==> config.mk <==
export PLATFORM = sky130hd
export DESIGN_NAME = present_cipher_core
export DESIGN_NICKNAME = d
export VERILOG_FILES = /design/src/rtl/present_cipher_core.sv
export SDC_FILE = /design/constraint.sdc
export NUM_CORES = 1
export LEC_CHECK = 0
export BUFFER_PORTS_ARGS = -buffer_cell sky130_fd_sc_hd__buf_2
export CAP_MARGIN = 25
export CORE_MARGIN = 2
export CORE_UTILIZATION = 38
export DETAILED_ROUTE_END_ITERATION = 10
export PLACE_DENSITY = 0.6
export SYNTH_ARGS = -nofsm -noshare
export SYNTH_HDL_FRONTEND = slang
export SYNTH_SLANG_ARGS = --single-unit
==> constraint.sdc <==
create_clock -name Clk_ik -period 3.7 [get_ports Clk_ik]
set_clock_uncertainty 0.2 [all_clocks]
set_input_delay 0.185 -clock Clk_ik [delete_from_list [all_inputs] [get_ports Clk_ik]]
set_output_delay 0.185 -clock Clk_ik [all_outputs]
set_load 0.005 [all_outputs]
==> src/rtl/present_cipher_core.sv <==
// Iterative PRESENT block cipher: one round per clock, on-the-fly key schedule,
// 80/128-bit keys, optional decryption via a forward key-preparation pass.
module present_cipher_core #(
    parameter int unsigned KEY_WIDTH = 80,
    parameter int unsigned ROUNDS    = 31,
    parameter bit          DEC_EN    = 1'b1
) (
    input  logic                 Clk_ik,
    input  logic                 Reset_irn,
    input  logic                 Start_i,
    input  logic                 Decrypt_i,
    input  logic [63:0]          Data_ib,
    input  logic [KEY_WIDTH-1:0] Key_ib,
    output logic                 Ready_o,
    output logic                 Done_o,
    output logic [63:0]          Data_ob
);

    if (KEY_WIDTH != 80 && KEY_WIDTH != 128) begin : gBadKeyWidth
        $error("present_cipher_core: KEY_WIDTH must be 80 or 128");
    end
    if (ROUNDS < 1 || ROUNDS > 31) begin : gBadRounds
        $error("present_cipher_core: ROUNDS must be in 1..31");
    end

    function automatic logic [3:0] sbox(input logic [3:0] x);
        logic [3:0] y;
        case (x)
            4'h0: y = 4'hC;  4'h1: y = 4'h5;  4'h2: y = 4'h6;  4'h3: y = 4'hB;
            4'h4: y = 4'h9;  4'h5: y = 4'h0;  4'h6: y = 4'hA;  4'h7: y = 4'hD;
            4'h8: y = 4'h3;  4'h9: y = 4'hE;  4'hA: y = 4'hF;  4'hB: y = 4'h8;
            4'hC: y = 4'h4;  4'hD: y = 4'h7;  4'hE: y = 4'h1;  4'hF: y = 4'h2;
        endcase
        return y;
    endfunction

    function automatic logic [3:0] sboxInv(input logic [3:0] x);
        logic [3:0] y;
        case (x)
            4'h0: y = 4'h5;  4'h1: y = 4'hE;  4'h2: y = 4'hF;  4'h3: y = 4'h8;
            4'h4: y = 4'hC;  4'h5: y = 4'h1;  4'h6: y = 4'h2;  4'h7: y = 4'hD;
            4'h8: y = 4'hB;  4'h9: y = 4'h4;  4'hA: y = 4'h6;  4'hB: y = 4'h3;
            4'hC: y = 4'h0;  4'hD: y = 4'h7;  4'hE: y = 4'h9;  4'hF: y = 4'hA;
        endcase
        return y;
    endfunction

    function automatic logic [63:0] sLayer(input logic [63:0] x);
        logic [63:0] y;
        for (int i = 0; i < 16; i++) y[4*i +: 4] = sbox(x[4*i +: 4]);
        return y;
    endfunction

    function automatic logic [63:0] sLayerInv(input logic [63:0] x);
        logic [63:0] y;
        for (int i = 0; i < 16; i++) y[4*i +: 4] = sboxInv(x[4*i +: 4]);
        return y;
    endfunction

    // Bit j of nibble i moves to position 16*j+i.
    function automatic logic [63:0] pLayer(input logic [63:0] x);
        logic [63:0] y;
        for (int i = 0; i < 16; i++)
            for (int j = 0; j < 4; j++) y[16*j+i] = x[4*i+j];
        return y;
    endfunction

    function automatic logic [63:0] pLayerInv(input logic [63:0] x);
        logic [63:0] y;
        for (int i = 0; i < 16; i++)
            for (int j = 0; j < 4; j++) y[4*i+j] = x[16*j+i];
        return y;
    endfunction

    typedef enum logic [2:0] {StIdle, StEnc, StKprep, StDec, StDone} fsmState_t;

    fsmState_t            stateQ, stateD;
    logic [63:0]          dataQ, outQ;
    logic [KEY_WIDTH-1:0] keyQ, keyRot, keyFwd, keyXor, keyBwd;
    logic [4:0]           rcQ;
    logic                 doneQ;
    logic                 decSel, lastRound, roundsDone;
    logic [63:0]          rkCur, rkFwd, rkBwd;

    assign decSel     = DEC_EN && Decrypt_i;
    assign lastRound  = (rcQ == 5'(ROUNDS));
    assign roundsDone = (rcQ == 5'd0);

    // Forward schedule U(key, rc) and its inverse Uinv(key, rc).
    assign keyRot = {keyQ[KEY_WIDTH-62:0], keyQ[KEY_WIDTH-1:KEY_WIDTH-61]};
    if (KEY_WIDTH == 128) begin : gKey128
        always_comb begin
            keyFwd            = keyRot;
            keyFwd[127:124]   = sbox(keyRot[127:124]);
            keyFwd[123:120]   = sbox(keyRot[123:120]);
            keyFwd[66:62]     = keyRot[66:62] ^ rcQ;
            keyXor            = keyQ;
            keyXor[127:124]   = sboxInv(keyQ[127:124]);
            keyXor[123:120]   = sboxInv(keyQ[123:120]);
            keyXor[66:62]     = keyQ[66:62] ^ rcQ;
        end
    end else begin : gKey80
        always_comb begin
            keyFwd            = keyRot;
            keyFwd[79:76]     = sbox(keyRot[79:76]);
            keyFwd[19:15]     = keyRot[19:15] ^ rcQ;
            keyXor            = keyQ;
            keyXor[79:76]     = sboxInv(keyQ[79:76]);
            keyXor[19:15]     = keyQ[19:15] ^ rcQ;
        end
    end
    assign keyBwd = {keyXor[60:0], keyXor[KEY_WIDTH-1:61]};

    assign rkCur = keyQ[KEY_WIDTH-1 -: 64];
    assign rkFwd = keyFwd[KEY_WIDTH-1 -: 64];
    assign rkBwd = keyBwd[KEY_WIDTH-1 -: 64];

    always_ff @(posedge Clk_ik or negedge Reset_irn) begin
        if (!Reset_irn) stateQ <= StIdle;
        else            stateQ <= stateD;
    end

    always_comb begin
        stateD = stateQ;
        unique case (stateQ)
            StIdle, StDone: if (Start_i) stateD = decSel ? StKprep : StEnc;
            StEnc, StDec:   if (roundsDone) stateD = StDone;
            StKprep:        if (lastRound) stateD = StDec;
            default:        stateD = StIdle;
        endcase
    end

    always_comb begin
        Ready_o = (stateQ == StIdle) || (stateQ == StDone);
        Done_o  = doneQ;
        Data_ob = outQ;
    end

    // rc==0 inside ENC/DEC marks the extra output cycle after the last round.
    always_ff @(posedge Clk_ik or negedge Reset_irn) begin
        if (!Reset_irn) begin
            dataQ <= '0;
            keyQ  <= '0;
            rcQ   <= '0;
            outQ  <= '0;
            doneQ <= 1'b0;
        end else begin
            doneQ <= 1'b0;
            unique case (stateQ)
                StIdle, StDone: begin
                    if (Start_i) begin
                        dataQ <= Data_ib;
                        keyQ  <= Key_ib;
                        rcQ   <= 5'd1;
                    end
                end
                StEnc: begin
                    if (roundsDone) begin
                        outQ  <= dataQ ^ rkCur;
                        doneQ <= 1'b1;
                    end else begin
                        dataQ <= pLayer(sLayer(dataQ ^ rkCur));
                        keyQ  <= keyFwd;
                        rcQ   <= lastRound ? 5'd0 : rcQ + 5'd1;
                    end
                end
                StKprep: begin
                    keyQ <= keyFwd;
                    if (lastRound) dataQ <= dataQ ^ rkFwd;
                    else           rcQ   <= rcQ + 5'd1;
                end
                StDec: begin
                    if (roundsDone) begin
                        outQ  <= dataQ;
                        doneQ <= 1'b1;
                    end else begin
                        dataQ <= sLayerInv(pLayerInv(dataQ)) ^ rkBwd;
                        keyQ  <= keyBwd;
                        rcQ   <= rcQ - 5'd1;
                    end
                end
                default: ;
            endcase
        end
    end

endmodule

==> impl_results.md <==
* Status: completed
* First-pass GRT wire length at 132.9 mm
* TNS Setup at 0 ns
* CTS max path bufs at 3
* Number of clock sinks at 217
* Area grow syn2layout at 21.58%
* Crit Path Max Fanout at 79
* Avg Inst Size Synth at 8.774 µm²
* Half-perimeter wire length after detailed placement at 68.84 mm
* Synthesized area at 20720 µm²
* RSZ-0062 raised after global routing: false
* Routed WL at 93.13 mm
* CTS tree: done
* Seq/Total Area, Yosys at 26.20%
* Placed Area at 22700 µm²
* Register area at 5436 µm²
* Reg2reg end: dataQ[13]$_DFFE_PN0P_
* F_max at 329.7 MHz
* Highest-count cells in the layout ignoring fill and taps: nand2_1 (220), dfrtp_1 (214), buf_2 (212)
* Setup violators final at 0
* Setup slack, reg-to-reg at 0.67 ns
* # fillers at 5189
* Layout Cells excl Fill at 3355
* Origin of the critical flop-to-flop path: rcQ[0]$_DFFE_PN0P_
* CP Class: register to register
* Number of synthesized register bits at 217
* Worst slew pin tran at 0.9612 ns
* Slew Viols, Final at 0
* CTS root buf: clkbuf_16
* H-tree level count at 1
* Drc violations at 0
* Maxcap violations at 0
* DR WL/cell at 27.76 µm
* Final nets at 2976
* Cells after Synth at 2362
* GP Congestion at 1.047
* GR Util All Layers at 32.31%
* Fin crit share at 81.97%
* CORE AREA at 53920 µm²
* Non-Filler Cell Area, Final at 25200 µm²
* Cells on worst reg2reg path at 8
* Post-DRT Antenna Nets at 0
* Inst Count DP at 3153
* Clock-pin transition on the worst setup and hold timing paths at 0.07 ns
* Initial Utilization at 38.44%
* Area of the multi-input gates at 13750 µm²
* Placement Setup Slack at 0.7228 ns
* Die width at 237.5 µm
* Async SR Flop Fraction at 100.0%
* Main flop type after synthesis: dfrtp_1
* Commonest non-fill, non-tap cell in the layout: nand2_1
* Antenna violations before repair at 1
* Crit path capture type: register
* Die span in y at 237.5 µm
* Clk_lat worst skew at 0.62 ns
* Final worst slack at 0.6670 ns
* Min Tclk post-route at 3.033 ns
* Synth cell types at 78
* Post-synth EDFFs at 0
* IO Pins at 214
* Vias at 20290
* Yosys warns at 0
* Port bufs at 213
* Drt pass-1 iters at 5
* Pin count of the biggest net entering global routing at 106
* Antenna cells at 0
* Final hold vios at 0
* Drt first-iter violations at 2492
* Row count at 85
* Slew HR at 35.85%
* Post-cts gate resize count at 0
* Startpoint Class: register
* Required @ worst endpoint at 4.03 ns
* Share of post-route cells with drive strength above 1 at 18.65%
* Overflow after GRT at 0
* Vias/cell at 6.047
* WP data arrival at 3.37 ns
* CTS Buf Count at 29
* Syn nets at 2702
* Vias in the first global route at 19400
* Worst min path class: input port to asynchronous set/reset pin
* Overall die area at 56420 µm²
* # Post-CTS Setup Buffers at 0
==> registers in the layout, summed over array words and instances, names as in the netlist <==
register / flops
Data_ob: 64
Done_o: 1
dataQ: 64
keyQ: 80
rcQ: 5
stateQ: 3
==> stage by stage <==
stage	utilization, %	hold slack, ns
floorplan	-	-0.3106
global placement	42.10	0.1245
detailed placement	42.10	0.1346
CTS	46.73	0.08184
global route	46.73	0.08853
finish	46.73	0.01742
==> logic make-up after synthesis <==
kind of cell | count (synthesis) | share of synthesized area (%)
AND/OR/NAND/NOR | 519 | 11.64
AO/OA/AOI/OAI | 647 | 20.38
XOR/XNOR | 254 | 10.73
multiplexers | 159 | 11.77
flip-flops | 217 | 26.20
adder cells (fa/ha/maj) | 192 | 11.59
buffers and inverters | 374 | 7.691
==> worst max path at each step <==
stage | slack (ns) | from | depth (start not counted) | end
4_1_cts | 0.70 | dataQ[23]$_DFFE_PN0P_ | 6 | dataQ[29]$_DFFE_PN0P_
6_report | 0.67 | rcQ[0]$_DFFE_PN0P_ | 8 | dataQ[13]$_DFFE_PN0P_
5_1_grt | 0.60 | dataQ[23]$_DFFE_PN0P_ | 7 | dataQ[31]$_DFFE_PN0P_
3_5_place_dp | 0.72 | rcQ[0]$_DFFE_PN0P_ | 8 | dataQ[13]$_DFFE_PN0P_
2_1_floorplan | 1.12 | dataQ[7]$_DFFE_PN0P_ | 6 | dataQ[29]$_DFFE_PN0P_
3_3_place_gp | 0.80 | dataQ[23]$_DFFE_PN0P_ | 6 | dataQ[29]$_DFFE_PN0P_
==> final cells by class <==
type | count | area share (%)
multi-input combinational | 1771 | 54.59
sequential | 217 | 21.58
timing repair buffer | 468 | 14.13
tap | 696 | 3.456
clock buffer | 40 | 3.282
inverter | 149 | 2.220
clock inverter | 14 | 0.7449
==> per-layer routing <==
layer / GRT usage (%) / wire length [µm]
met1: 44.06 / 37060
met2: 46.91 / 38850
met3: 7.607 / 11080
met4: 17.80 / 6005
met5: 1.472 / 128
==> cells in the mapped netlist (42+ instances only) <==
master	instances	area share [%]
clkbuf_1	149	2.7
nor2_1	120	2.2
xnor2_1	138	5.8
dfrtp_1	217	26
nand2_1	221	4.0
mux4_2	64	7.0
mux2i_1	70	3.4
a21oi_1	164	4.0
nor3_1	42	1.0
inv_1	146	2.6
xor2_1	116	4.9
o21ai_0	157	3.8
o22ai_1	80	2.4
o22a_1	70	3.0
buf_2	43	1.0
ha_1	192	12
==> what timing repair did <==
action | 4_1_cts | 5_1_grt
hold endpoints to repair | 249 | 0
endpoints found under the setup margin | 0 | 0
hold buffers | 148 | 0
==> worst max-delay path, stage by stage, from the launching register on <==
cell      delay [ns]
dfrtp_1         0.48
inv_1           0.16
ha_1            0.22
or4b_4          0.57
a221oi_4        0.36
buf_12          0.38
or3_1           0.17
o21ai_0         0.14
a21oi_1         0.20
Power is not shown: default switching activity piles up to over one toggle a cycle in this logic, so the estimate is an artifact.
